===== src/rtl/rv_pkg.sv =====
// ---------------------------------------------------------------------------
// rv_pkg
// Shared definitions for the register-file write-back path.
//   XLEN      : width of a register value
//   AW        : register address width
//   NUM_REGS  : number of architectural registers (2**AW)
//   wb_entry_t: one pending register-file write (destination + result)
// ---------------------------------------------------------------------------
package rv_pkg;

  localparam int XLEN     = 32;
  localparam int AW       = 5;
  localparam int NUM_REGS = 32;

  typedef struct packed {
    logic [AW-1:0]   rd;
    logic [XLEN-1:0] data;
  } wb_entry_t;

endpackage : rv_pkg


===== src/rtl/wb_fifo.sv =====
// ---------------------------------------------------------------------------
// wb_fifo
// Synchronous FIFO of write-back entries with a fall-through head.
//   clk   in   clock
//   rst   in   synchronous active-low reset (empties the FIFO)
//   push  in   write din at the tail (ignored when full and not popping)
//   din   in   entry to enqueue
//   pop   in   drop the head entry (ignored when empty)
//   dout  out  current head entry (valid when !empty)
//   full  out  DEPTH entries held
//   empty out  no entries held
//   count out  current occupancy, 0..DEPTH
// ---------------------------------------------------------------------------
module wb_fifo
  import rv_pkg::*;
#(
  parameter int DEPTH = 4
) (
  input  logic                       clk,
  input  logic                       rst,
  input  logic                       push,
  input  wb_entry_t                  din,
  input  logic                       pop,
  output wb_entry_t                  dout,
  output logic                       full,
  output logic                       empty,
  output logic [$clog2(DEPTH):0]     count
);

  localparam int PW = $clog2(DEPTH);
  localparam int CW = PW + 1;

  wb_entry_t         mem [DEPTH];
  logic [PW-1:0]     wr_ptr_reg;
  logic [PW-1:0]     rd_ptr_reg;
  logic [CW-1:0]     count_reg;
  logic              do_push;
  logic              do_pop;

  assign empty = (count_reg == '0);
  assign full  = (count_reg == CW'(DEPTH));
  assign count = count_reg;
  assign dout  = mem[rd_ptr_reg];

  // A full FIFO that is popping this cycle still has room for the push.
  assign do_pop  = pop & ~empty;
  assign do_push = push & (~full | do_pop);

  // Storage carries no reset: occupancy alone decides what is valid.
  always_ff @(posedge clk) begin
    if (do_push) begin
      mem[wr_ptr_reg] <= din;
    end
  end

  // DEPTH is a power of two, so the pointers wrap by natural overflow.
  always_ff @(posedge clk) begin
    if (!rst) begin
      wr_ptr_reg <= '0;
      rd_ptr_reg <= '0;
      count_reg  <= '0;
    end else begin
      if (do_push) begin
        wr_ptr_reg <= wr_ptr_reg + 1'b1;
      end
      if (do_pop) begin
        rd_ptr_reg <= rd_ptr_reg + 1'b1;
      end
      case ({do_push, do_pop})
        2'b10:   count_reg <= count_reg + 1'b1;
        2'b01:   count_reg <= count_reg - 1'b1;
        default: count_reg <= count_reg;
      endcase
    end
  end

endmodule : wb_fifo


===== src/rtl/regfile_wb_ctrl.sv =====
// ---------------------------------------------------------------------------
// regfile_wb_ctrl
// Write-side master of the 32x32 register file. Buffers out-of-order
// completions in a FIFO, drains one per cycle onto the register-file write
// port and tracks in-flight destinations in a busy scoreboard.
//   clk        in   clock
//   rst        in   synchronous active-low reset
//   iss_valid  in   issue stage presents an instruction writing iss_rd
//   iss_rd     in   destination of the issuing instruction
//   iss_ready  out  issue allowed (no write already in flight to iss_rd)
//   q_rs1/2    in   sources of the instruction in decode
//   q_stall    out  a non-zero source is busy (RAW hazard)
//   cmp_valid  in   completion available
//   cmp_rd     in   completion destination (0 = accepted and dropped)
//   cmp_data   in   completion result
//   cmp_ready  out  completion can be accepted this cycle
//   rd         out  register-file write address (0 when idle)
//   regWrite   out  register-file write enable
//   writeData  out  register-file write data (0 when idle)
//   busy_vec   out  scoreboard, bit 0 always 0
//   fifo_count out  completion FIFO occupancy
// ---------------------------------------------------------------------------
module regfile_wb_ctrl
  import rv_pkg::*;
#(
  parameter int XLEN  = rv_pkg::XLEN,
  parameter int AW    = rv_pkg::AW,
  parameter int DEPTH = 4
) (
  input  logic                    clk,
  input  logic                    rst,
  input  logic                    iss_valid,
  input  logic [AW-1:0]           iss_rd,
  output logic                    iss_ready,
  input  logic [AW-1:0]           q_rs1,
  input  logic [AW-1:0]           q_rs2,
  output logic                    q_stall,
  input  logic                    cmp_valid,
  input  logic [AW-1:0]           cmp_rd,
  input  logic [XLEN-1:0]         cmp_data,
  output logic                    cmp_ready,
  output logic [AW-1:0]           rd,
  output logic                    regWrite,
  output logic [XLEN-1:0]         writeData,
  output logic [NUM_REGS-1:0]     busy_vec,
  output logic [$clog2(DEPTH):0]  fifo_count
);

  wb_entry_t              head;
  wb_entry_t              push_entry;
  logic                   fifo_full;
  logic                   fifo_empty;
  logic                   push;
  logic                   pop;
  logic                   iss_fire;
  logic                   retire_hit;
  logic [NUM_REGS-1:0]    busy_reg;
  logic [NUM_REGS-1:0]    busy_next;

  // ---------------- completion FIFO ----------------
  // The head drains every cycle it is valid. While reset is asserted the
  // drain is held off so a discarded completion never reaches the file.
  assign pop       = ~fifo_empty & rst;
  assign cmp_ready = ~fifo_full | pop;
  // rd=0 completions are handshaken but never stored.
  assign push      = cmp_valid & cmp_ready & (cmp_rd != '0);
  assign push_entry = '{rd: cmp_rd, data: cmp_data};

  wb_fifo #(
    .DEPTH (DEPTH)
  ) u_fifo (
    .clk   (clk),
    .rst   (rst),
    .push  (push),
    .din   (push_entry),
    .pop   (pop),
    .dout  (head),
    .full  (fifo_full),
    .empty (fifo_empty),
    .count (fifo_count)
  );

  // ---------------- write port ----------------
  assign regWrite  = pop;
  assign rd        = fifo_empty ? '0 : head.rd;
  assign writeData = fifo_empty ? '0 : head.data;

  // ---------------- scoreboard ----------------
  // A register whose write is retiring this very edge is free for a new
  // issue; the set of the new issue then overrides the clear.
  assign retire_hit = pop & (head.rd == iss_rd);
  assign iss_ready  = ~busy_reg[iss_rd] | (iss_rd == '0) | retire_hit;
  assign iss_fire   = iss_valid & iss_ready & (iss_rd != '0);

  generate
    for (genvar gi = 0; gi < NUM_REGS; gi++) begin : g_busy
      if (gi == 0) begin : g_zero
        assign busy_next[gi] = 1'b0;
      end else begin : g_reg
        logic set_bit;
        logic clr_bit;
        assign set_bit = iss_fire & (iss_rd == AW'(gi));
        assign clr_bit = pop & (head.rd == AW'(gi));
        assign busy_next[gi] = set_bit | (busy_reg[gi] & ~clr_bit);
      end
    end
  endgenerate

  always_ff @(posedge clk) begin
    if (!rst) begin
      busy_reg <= '0;
    end else begin
      busy_reg <= busy_next;
    end
  end

  assign busy_vec = busy_reg;

  // No forwarding from queued completions: a source stays stalled until its
  // write has actually retired.
  assign q_stall = ((q_rs1 != '0) & busy_reg[q_rs1]) |
                   ((q_rs2 != '0) & busy_reg[q_rs2]);

endmodule : regfile_wb_ctrl


===== config.mk =====
export PLATFORM = sky130hd
export DESIGN_NAME = regfile_wb_ctrl
export DESIGN_NICKNAME = d
export VERILOG_FILES = /design/src/rtl/rv_pkg.sv /design/src/rtl/wb_fifo.sv /design/src/rtl/regfile_wb_ctrl.sv
export SDC_FILE = /design/constraint.sdc
export NUM_CORES = 1
export LEC_CHECK = 0
export BUFFER_PORTS_ARGS = -buffer_cell sky130_fd_sc_hd__clkbuf_2
export CORE_MARGIN = 4
export CORE_UTILIZATION = 30
export DETAILED_ROUTE_END_ITERATION = 10
export PLACE_DENSITY = 0.58
export SLEW_MARGIN = 40
export SYNTH_ARGS = -nofsm -noshare
export SYNTH_HDL_FRONTEND = slang
export SYNTH_SLANG_ARGS = --single-unit

===== constraint.sdc =====
create_clock -name clk -period 4 [get_ports clk]
set_input_delay 0.4 -clock clk [delete_from_list [all_inputs] [get_ports clk]]
set_output_delay 0.4 -clock clk [all_outputs]
set_load 0.02 [all_outputs]

After elaboration in Yosys (flattened, before gate mapping)
Memory sizes are Yosys's and may differ from the RTL's. A register that Yosys moved wholly into a read port is not among the register bits.
Index checks and enable logic that the tools add are counted.
Cells by class
  reductions and logical operators: 7
  $lt $le $gt $ge: 3
  bitwise logic cells: 173
  mux-type cells: 13
  $add $sub $neg: 4
  equality and inequality tests: 66
Operators with widths (number)
  == test 5 bit (second input constant): 32
  AND 1 bit: 103
  == test 5 x 4 -> 1 bit (second input constant): 16
  == test 5 x 3 -> 1 bit (second input constant): 8
  bitwise OR 1 bit: 36
  inverter 1 bit: 34
  two-way mux 32 bit: 1
  == test 5 x 2 -> 1 bit (second input constant): 4
  nonzero test 5 bit: 4
  less-than comparator 5 x 6 -> 1 bit (second input constant): 3
  binary-select mux 1 bit (select 5 bit): 3
  == test 5 x 1 -> 1 bit (second input constant): 2
  one-hot mux 3 bit (2 select lines): 1
  == test 5 bit: 1
  zero test 5 bit: 1
  two-way mux 1 bit: 5
  two-way mux 5 bit: 1
  adder 2 x 1 -> 2 bit (second input constant): 2
  two-way mux 2 bit: 2
  adder 3 x 1 -> 3 bit (second input constant): 1
  == test 3 bit (second input constant): 1
  zero test 3 bit: 1
  subtractor 3 x 1 -> 3 bit (second input constant): 1
  == test 2 x 1 -> 1 bit (second input constant): 1
  2 further kinds: 2
Word-level totals
  memories kept: 1
  input bits: 56
  logic and storage cells: 272
  flip-flop bits (word level): 39
  memory bits (writable): 148
Memory list
  u_fifo.mem: depth 4, width 37, read ports 1, clocked after Yosys merged registers in 1, wr ports 1, RTL line wb_fifo.sv:33  | wb_entry_t mem [DEPTH];

Logic depth before layout (Yosys ltp)
Gate-level depths: netlist of the first run.
  depth after elaboration: 9
  gate-level depth with buffers: 10
  gate-level depth less buffers: 10

Modules after synthesis
From an unflattened synthesis of the first run, not the netlist that was laid out.
Second synthesis, totals
  cells, all modules: 533
  area, all modules: 8451.9 µm²
Modules (own cells, without submodules)
  wb_fifo: area an instance 5873.1 µm², sequential area each 4624.4 µm², instances 1, cells an instance 253
  regfile_wb_ctrl: area an instance 2578.7 µm², sequential area each 620.6 µm², instances 1, cells an instance 280

Worst setup path before layout of the first run
OpenSTA, ideal clock, no wires.
  kind: input to register
  from: input cmp_rd[3]
  to: register u_fifo.count_reg[2], in the netlist u_fifo.count[2]
  required time: 3924 ps
  stages: 10
  path buffers: 0
  arrival time: 2579 ps
  slack: 1345 ps
  cell sequence: or4_1 -> o21ai_0 -> nor2_1 -> inv_1 -> ha_1 -> inv_1 -> fa_1 -> xor2_1 -> or3_1 -> a21boi_0
Between the ends
  longest elaborated chain between the ends: 5
RTL lines
  start, declared: RTL line regfile_wb_ctrl.sv:39  | input logic [AW-1:0] cmp_rd,
  nonzero test 5 bit *: RTL line regfile_wb_ctrl.sv:66  | assign push = cmp_valid & cmp_ready & (cmp_rd != '0);
  AND 1 bit *: RTL line regfile_wb_ctrl.sv:66
  AND 1 bit *: RTL line wb_fifo.sv:47  | assign do_push = push & (~full | do_pop);
  == test 2 x 1 -> 1 bit or == test 2 bit (tied branches): RTL line wb_fifo.sv:69  | case ({do_push, do_pop})
  one-hot mux 3 bit (2 select lines) or nonzero test 2 bit (tied branches)
  end signal, assigned: RTL line wb_fifo.sv:70  | 2'b10: count_reg <= count_reg + 1'b1;
  end signal, assigned: RTL line wb_fifo.sv:71  | 2'b01: count_reg <= count_reg - 1'b1;
  end signal, assigned: RTL line wb_fifo.sv:72  | default: count_reg <= count_reg;
  end, declared: RTL line wb_fifo.sv:36  | logic [CW-1:0] count_reg;
Mark *: on every way between the ends. The rest lies on a longest branch, timed or not.
A chain may end at the register's enable or synchronous reset.

==> results of run 1 <==
worst max path at each step:
stage | end | slack, ns | cells past startpoint
detailed placement | u_fifo.count[2]$_SDFFE_PN0P_ | 0.78 | 11
floorplan | u_fifo.count[2]$_SDFFE_PN0P_ | 1.35 | 10
CTS | iss_ready | 0.70 | 8
global placement | u_fifo.count[2]$_SDFFE_PN0P_ | 1.01 | 11
global route | iss_ready | 0.50 | 8
finish | iss_ready | 0.77 | 8
power by group:
group / internal (W) / leakage (nW) / switching, W / total [W]
registers: 0.00224 / 1.68 / 0.000104 / 0.00234
logic: 0.000767 / 1.42 / 0.00117 / 0.00193
clock network: 0.000909 / 0.303 / 0.000812 / 0.00172
worst max-delay path, stage by stage (launching register included):
cell and delay [ns]:
dfxtp_2 0.65, mux4_2 0.66, xnor2_1 0.17, nand4_1 0.13, nor3_2 0.24, nor3_2 0.06, buf_4 0.25, inv_1 0.10
clkbuf_2 0.17
through the flow:
step | power [W] | instance area, um2 | worst slack, ns | hold slack (ns)
global route | 0.00634 | 9830 | 0.499 | 0.174
global placement | 0.00434 | 9210 | 1.01 | 0.509
detailed placement | 0.00437 | 9210 | 0.779 | 0.561
finish | 0.00600 | 9830 | 0.769 | 0.192
floorplan | 0.00370 | 8240 | 1.35 | 0.499
CTS | 0.00609 | 9830 | 0.699 | 0.173
cells in the mapped netlist:
cell        n  area [um2]
a311oi_1    1        8.76
or4b_1      1        10.0
fa_1        1        20.0
inv_1       9        33.8
edfxtp_1  148        4440
mux2i_1     5        50.1
buf_6       4        45.0
clkbuf_1   21        78.8
or2_2       1        6.26
nor2_1      4        15.0
nand3_1     7        35.0
nor2b_1     6        37.5
conb_1      1        3.75
buf_2       1        5.00
o211ai_1   32         240
o21ai_0     6        30.0
nor3b_1     1        7.51
mux2_2      6        67.6
or3_1       6        37.5
nand3b_1    2        15.0
dfxtp_1    40         801
a221oi_1    1        8.76
and3_1      2        12.5
nand2_1    16        60.1
nand4b_1    1        8.76
nand4_1     3        18.8
nor4b_1     1        8.76
ha_1        5        62.6
buf_4       2        15.0
or2_1       1        6.26
a211oi_1    1        7.51
or4_1       1        7.51
nand2b_1    7        43.8
a21boi_0    1        7.51
xor2_1      2        17.5
and3b_1     2        17.5
and2_1     45         282
buf_1       3        11.3
o311a_1     1        10.0
o31ai_1    31         233
xnor2_1     7        61.3
mux4_2     59        1330
nor3_2      2        20.0
cell usage in the layout (no fill, tap or decap), drive strengths merged, types with 4 or more instances in the layout:
master	Yosys	routed
and2	45	45
xnor2	7	7
clkinv	0	6
mux2	6	6
nand2b	7	7
edfxtp	148	148
o21ai	6	6
or3	6	6
nor2	4	4
o211ai	32	32
clkbuf	21	147
nand2	16	16
dfxtp	40	40
ha	5	5
nor2b	6	6
mux4	59	59
o31ai	31	31
mux2i	5	5
inv	9	17
nand3	7	7
buf	10	5
per-layer routing:
layer,global-route usage (%),vias up
met5,0,-
met4,3.53,0
met3,3.75,18
met2,20.2,234
met1,18.0,2553
li1,-,2247
cell families (layout without fill, tap and decap cells):
logic type	Yosys count	count (layout)	share of synthesized area [%]
xor+xnor	9	9	0.957
compound gates	74	74	6.62
mux	70	70	17.6
flops	188	188	63.7
fa+ha+maj	6	6	1.00
other cells	1	1	0.0455
buf+inv	40	176	2.29
simple gates	109	109	7.88
final cells by class:
class                      instances  area share [%]
multi-input combinational        269            28.6
tap                              341            4.34
timing repair buffer             135            7.00
inverter                           9           0.344
clock buffer                      17            4.33
clock inverter                    15            1.97
sequential                       188            53.4
==> impl_metrics.yaml, run 1 <==
clock_network:
  count_of_instances_resized_after_the_clock_tree_is_built: 0
  numClockSinks: 188
  clk-insertion-delay-late_ns: 0.42
  clock_tree_from_tritoncts: "done"
  cts_buffers: 17
  post_cts_hold_buffer_count: 0
  post_cts_buffers: 0
  cts-root-to-sink-buffers: 2
  clk_root_buffer_cell: "clkbuf_16"
  ctsHtreeMaxLevel: 4
  cts.reportedPaths.clkPinSlew_ns: 0.08
sta:
  worst_slew_slack_as_a_fraction_of_its_limit_pct: 59.5
  skew_ns: 0.0124
  slew_viol_final: 0
  setup_repair_after_global_routing_missed_its_margin: "false"
  max_freq_mhz: 310
  worst_pin_slew_ns: 0.607
  hold_viol: 0
  finalSetupViolCount: 0
  period_minus_slack_ns: 3.23
  setup_total_negative_slack_ns: 0
  timing.final.crit_share_pct: 80.8
layout:
  n_antenna_cell: 0
  post-route-util_pct: 36.5
  non_filler_instances: 974
  regArea_um2: 5250
  largest_register_ffs: 148
  n_fill_cell: 2521
  multi_input_area_um2: 2820
  drive_above_1_share_pct: 38.1
  nets: 682
  syn_to_final_growth_pct: 19.3
hold_path:
  hold_start: "cmp_data[10]"
  cells_on_worst_hold_path: 1
  worst_hold_path.endpoint: "u_fifo.mem[0][10]$_DFFE_PP_"
  min_path_type: "primary input to flop"
synthesis:
  post_synth_num_cell_types: 43
  synth.yosys.warnings: 0
  synth.avg_cell_area_um2: 16.6
  syn-instance-count: 497
  netlist_area_um2: 8240
  yosys_register_bits: 188
  synth_fp_nets: 559
  synth_seq_area_share_pct: 63.7
setup_path:
  worstSetupPathType: "flop to output port"
  reg2reg_setup_slack_ns: 1.45
  crit_path_end_kind: "output port"
  worstPathArrival_ns: 2.83
  worstRegToRegCells: 7
  kind_of_start_point_of_the_critical_path: "flop"
  crit_fanout: 32
  regToRegEndpoint: "busy_vec[17]$_SDFF_PN0_"
  worst_ep_required_time_ns: 3.60
global_routing:
  grt_antenna_before_repair: 0
  grt_use_total_pct: 13.0
  grt_remaining_overflow: 0
  grt_first_pass_wirelength_um: 31300
  maximum_number_of_pins_on_one_net_before_global_route_repair: 46
  grt_pass1_vias: 5428
detailed_routing:
  maxUsedRoutingLayer: "met4"
  routed-via-count: 5052
  route.final.wire_length_um: 19400
  drc_errors: 0
  routed_via_density: 5.19
  met1_length_um: 8560
  drt_first_iter_violations: 346
  met3WireLength_um: 1560
  detail-route-antenna-nets: 0
  met2RoutedLength_um: 8980
  firstDrtPassIters: 4
  route.detailed.wl_per_inst_um: 19.9
die:
  io_pins: 132
  die_h_um: 174
  fp.dieW_um: 174
  die_area_um2: 30200
  rows: 60
  core_area_um2: 27000
  initial_core_util_pct: 30.6
placement:
  numPlacedInstances: 942
  dp.final_hpwl_um: 13100
  port_buffers: 130
  place_congestion: 0.855
power_and_ir_drop:
  power_density_nw_per_um2: 610
  p_leak_nw: 3.40
  vdd_ir_drop_max_uv: 385
outcome:
  result_of_the_run: "complete, no violations"
flow_run:
  max_cap_violations: 0
Power figures use the tool's default switching activity.
==> run 2: changes to the inputs <==
--- a/config.mk
+++ b/config.mk
@@ -5,11 +5,12 @@
 export SDC_FILE = /design/constraint.sdc
 export NUM_CORES = 1
 export LEC_CHECK = 0
+export ABC_AREA = 1
 export BUFFER_PORTS_ARGS = -buffer_cell sky130_fd_sc_hd__clkbuf_2
 export CORE_MARGIN = 4
 export CORE_UTILIZATION = 30
 export DETAILED_ROUTE_END_ITERATION = 10
-export PLACE_DENSITY = 0.58
+export PLACE_DENSITY = 0.59
 export SLEW_MARGIN = 40
 export SYNTH_ARGS = -nofsm -noshare
 export SYNTH_HDL_FRONTEND = slang
==> constraint.sdc (replaced) <==
create_clock -name clk -period 2.8 [get_ports clk]
set_input_delay 0.28 -clock clk [delete_from_list [all_inputs] [get_ports clk]]
set_output_delay 0.28 -clock clk [all_outputs]
set_load 0.02 [all_outputs]
==> run 2 against run 1 <==
  * Area after synthesis grew 9.7%
  * Register-to-register slack lost 0.83 ns
  * Critical path depth is the same
  * Utilization shrank 0.50 points
  * Critical endpoint unchanged
  * Critical path type unchanged
  * Global-route usage grew 1.5 points
  * Sequential share of layout area shrank 4.2 points
==> impl_metrics.yaml, run 2 <==
outcome:
  result_of_the_run: "complete, no violations"
layout:
  drive_above_1_share_pct: 24.7
  largest_register_ffs: 148
  syn_to_final_growth_pct: 18.0
  stdcell_area_um2: 10700
  nets: 1132
  multi_input_area_um2: 3340
  regArea_um2: 5250
  final_cell_mix: "nor2_1, edfxtp_1, nand2_1, clkbuf_2, o21ai_0"
  n_fill_cell: 3024
  layout_commonest_cell: "nor2_1"
detailed_routing:
  drt_first_iter_violations: 443
  routed_via_density: 4.86
  route.detailed.wl_per_inst_um: 16.4
  routed-via-count: 7157
  drc_errors: 0
  route.final.wire_length_um: 24200
  detail-route-antenna-nets: 0
  firstDrtPassIters: 5
die:
  core_area_um2: 29600
  initial_core_util_pct: 30.5
  rows: 63
  fp.dieW_um: 182
  io_pins: 132
  die_h_um: 182
  die_area_um2: 33000
synthesis:
  synth-adder-area-share_pct: 0.914
  synth_top_family_by_area: "simple AND/OR/NAND/NOR gates"
  synth_most_common_cell: "nor2_1"
  syn-instance-count: 952
  synth_seq_area_share_pct: 58.0
  yosys_register_bits: 188
  post_synth_and_or_nand_nor_area_fraction_pct: 20.5
  synth_enable_flop_cells: 148
  post_synth_num_cell_types: 33
  synth_largest_type_area_fraction_pct: 49.2
  synth-compound-area-share_pct: 15.1
  synth.cells.most_frequent: "nor2_1, edfxtp_1, nand2_1"
  synth.area.mux_share_pct: 0
  synth.yosys.warnings: 0
  yosys-top-cells-area: "edfxtp_1, dfxtp_1, nor2_1, o21ai_0, nand2_1"
  synth_fp_nets: 1014
  synth_xor_area_share_pct: 0
  netlist_area_um2: 9040
  synthArstFlopShare_pct: 0
  synth_flop_cell: "edfxtp_1"
  synth.avg_cell_area_um2: 9.49
  synth.largest_area_cell: "edfxtp_1"
clock_network:
  ctsHtreeMaxLevel: 4
  post_cts_buffers: 0
  cts-root-to-sink-buffers: 2
  clock_tree_from_tritoncts: "done"
  post_cts_hold_buffer_count: 0
  cts_buffers: 17
  cts.reportedPaths.clkPinSlew_ns: 0.07
  clk-insertion-delay-late_ns: 0.44
  clk_root_buffer_cell: "clkbuf_16"
  numClockSinks: 188
power_and_ir_drop:
  p_int_w: 0.00508
  share_seq_of_total_power_pct: 39.9
  total_power_w: 0.00822
  power.share.switching_pct: 38.3
  p_leak_nw: 3.90
  switching_power_w: 0.00315
  power_density_nw_per_um2: 771
  power_frac_comb_pct: 32.5
  power_frac_clock_pct: 27.6
  vdd_ir_drop_max_uv: 449
global_routing:
  grt_use_total_pct: 14.5
  grt_pass1_vias: 6791
  grt_remaining_overflow: 0
  maximum_number_of_pins_on_one_net_before_global_route_repair: 39
  grt_first_pass_wirelength_um: 37700
  grt_antenna_before_repair: 5
sta:
  finalSetupViolCount: 0
  hold_viol: 0
  post_layout_worst_setup_margin_ns: 0.191
  setup_total_negative_slack_ns: 0
  skew_ns: 0.0118
  period_minus_slack_ns: 2.61
  worst_pin_slew_ns: 0.654
  max_freq_mhz: 383
  worst_slew_slack_as_a_fraction_of_its_limit_pct: 56.4
  setup_repair_after_global_routing_missed_its_margin: "false"
  slew_viol_final: 0
  timing.final.crit_share_pct: 93.2
hold_path:
  min_path_type: "primary input to flop"
setup_path:
  path_buf_inv: 2
  reg2reg_setup_slack_ns: 0.62
  worst_ep_required_time_ns: 2.52
  worstSetupPathType: "flop to output port"
  crit_chain: "buf_6 -> nand3_1 -> nand2_1 -> o21ai_0 -> nor2_1 -> nand3_2 -> nand2_4 -> clkbuf_2"
  slowest_stage: "dfxtp_1"
  critPathTopFamily: "simple AND/OR/NAND/NOR gates"
  worstPathArrival_ns: 2.33
  timing.critical_path.depth: 8
  crit_path_end_kind: "output port"
  worstRegToRegCells: 10
  critical_path_max_stage_delay_ns: 0.39
  regToRegEndpoint: "busy_vec[22]$_SDFF_PN0_"
  setup.worst_path.end: "iss_ready"
  crit_fanout: 37
  kind_of_start_point_of_the_critical_path: "flop"
placement:
  place_congestion: 0.898
  placed_cell_area_um2: 10100
  port_buffers: 130
  dp.final_hpwl_um: 15900
  dpl_worst_slack_ns: 0.458
flow_run:
  max_cap_violations: 0
-- run 2: changes by cell type after synthesis, sizes merged, moves of 40 or more --
cell   previous run  this run
o21ai             6       132
nand2            16       148
inv               9        49
and2             45         0
nand3             7        62
mux4             59         0
a21oi             0        98
nor2              4       185
-- run 2: worst min-delay path by stage --
stage                                                    to                         startpoint  slack, ns  depth (start not counted)
after floorplan                  u_fifo.mem[0][0]$_DFFE_PP_                        cmp_data[0]       0.38                          0
after global placement    u_fifo.rd_ptr_reg[0]$_SDFFE_PN0P_  u_fifo.rd_ptr_reg[0]$_SDFFE_PN0P_       0.46                          1
after detailed placement                               flop  u_fifo.rd_ptr_reg[0]$_SDFFE_PN0P_       0.47                          1
after CTS                       u_fifo.mem[1][15]$_DFFE_PP_                       cmp_data[15]       0.03                          1
after global routing            u_fifo.mem[3][23]$_DFFE_PP_                       cmp_data[23]       0.04                          1
final                           u_fifo.mem[1][15]$_DFFE_PP_                       cmp_data[15]       0.05                          1
-- run 2: power groups by stage --
stage	registers, W	clock network [W]	logic [W]
CTS	0.00328	0.00232	0.00272
finish	0.00328	0.00227	0.00267
floorplan	0.00334	0	0.00173
detailed placement	0.00334	0	0.00271
global route	0.00329	0.00245	0.00293
global placement	0.00334	0	0.00270
-- run 2: metrics by stage --
stage | hold WS, ns | instances | util [%]
2_1_floorplan | 0.379 | 952 | -
3_3_place_gp | 0.456 | 1441 | 34.1
3_5_place_dp | 0.468 | 1441 | 34.1
4_1_cts | 0.0314 | 1473 | 36.0
5_1_grt | 0.0359 | 1474 | 36.0
6_report | 0.0531 | 1474 | 36.0
-- run 2: repair_timing --
item                                    in CTS  in global routing
gates resized for setup                      1                  1
endpoints found under the setup margin       1                  1
gates cloned                                 0                  0
hold endpoints to repair                     0                  0
-- run 2: kinds of logic (layout without fill, tap and decap cells) --
group                      after synthesis  after routing
other                                    1              2
adders and majority gates                6              6
AOI/OAI and AO/OA                      244            244
and+or+nand+nor                        410            410
DFF                                    188            188
buffers and inverters                  103            234
-- run 2: final cells by class --
cell class	instances	share of cell area, %
sequential	188	49.2
multi-input combinational	661	31.3
timing repair buffer	151	7.85
tap	390	4.58
clock buffer	17	3.99
inverter	51	1.82
clock inverter	15	1.21
antenna	1	0.0235
-- run 2: worst reg2reg max path, stage by stage (launching register included) --
cell	delay (ns)
dfxtp_1	0.39
buf_6	0.35
nand3_1	0.19
nand2_1	0.15
o21ai_0	0.09
nor2_1	0.12
nand3_2	0.11
nand2_4	0.26
buf_12	0.22
nand3_2	0.09
a21oi_2	0.14
-- run 2: layer usage --
layer	vias up	GRT usage, %	wire length (um)
met1	3350	18.7	10400
li1	3519	-	-
met5	-	0	74
met3	40	4.11	1630
met2	240	23.4	11600
met4	8	5.16	495
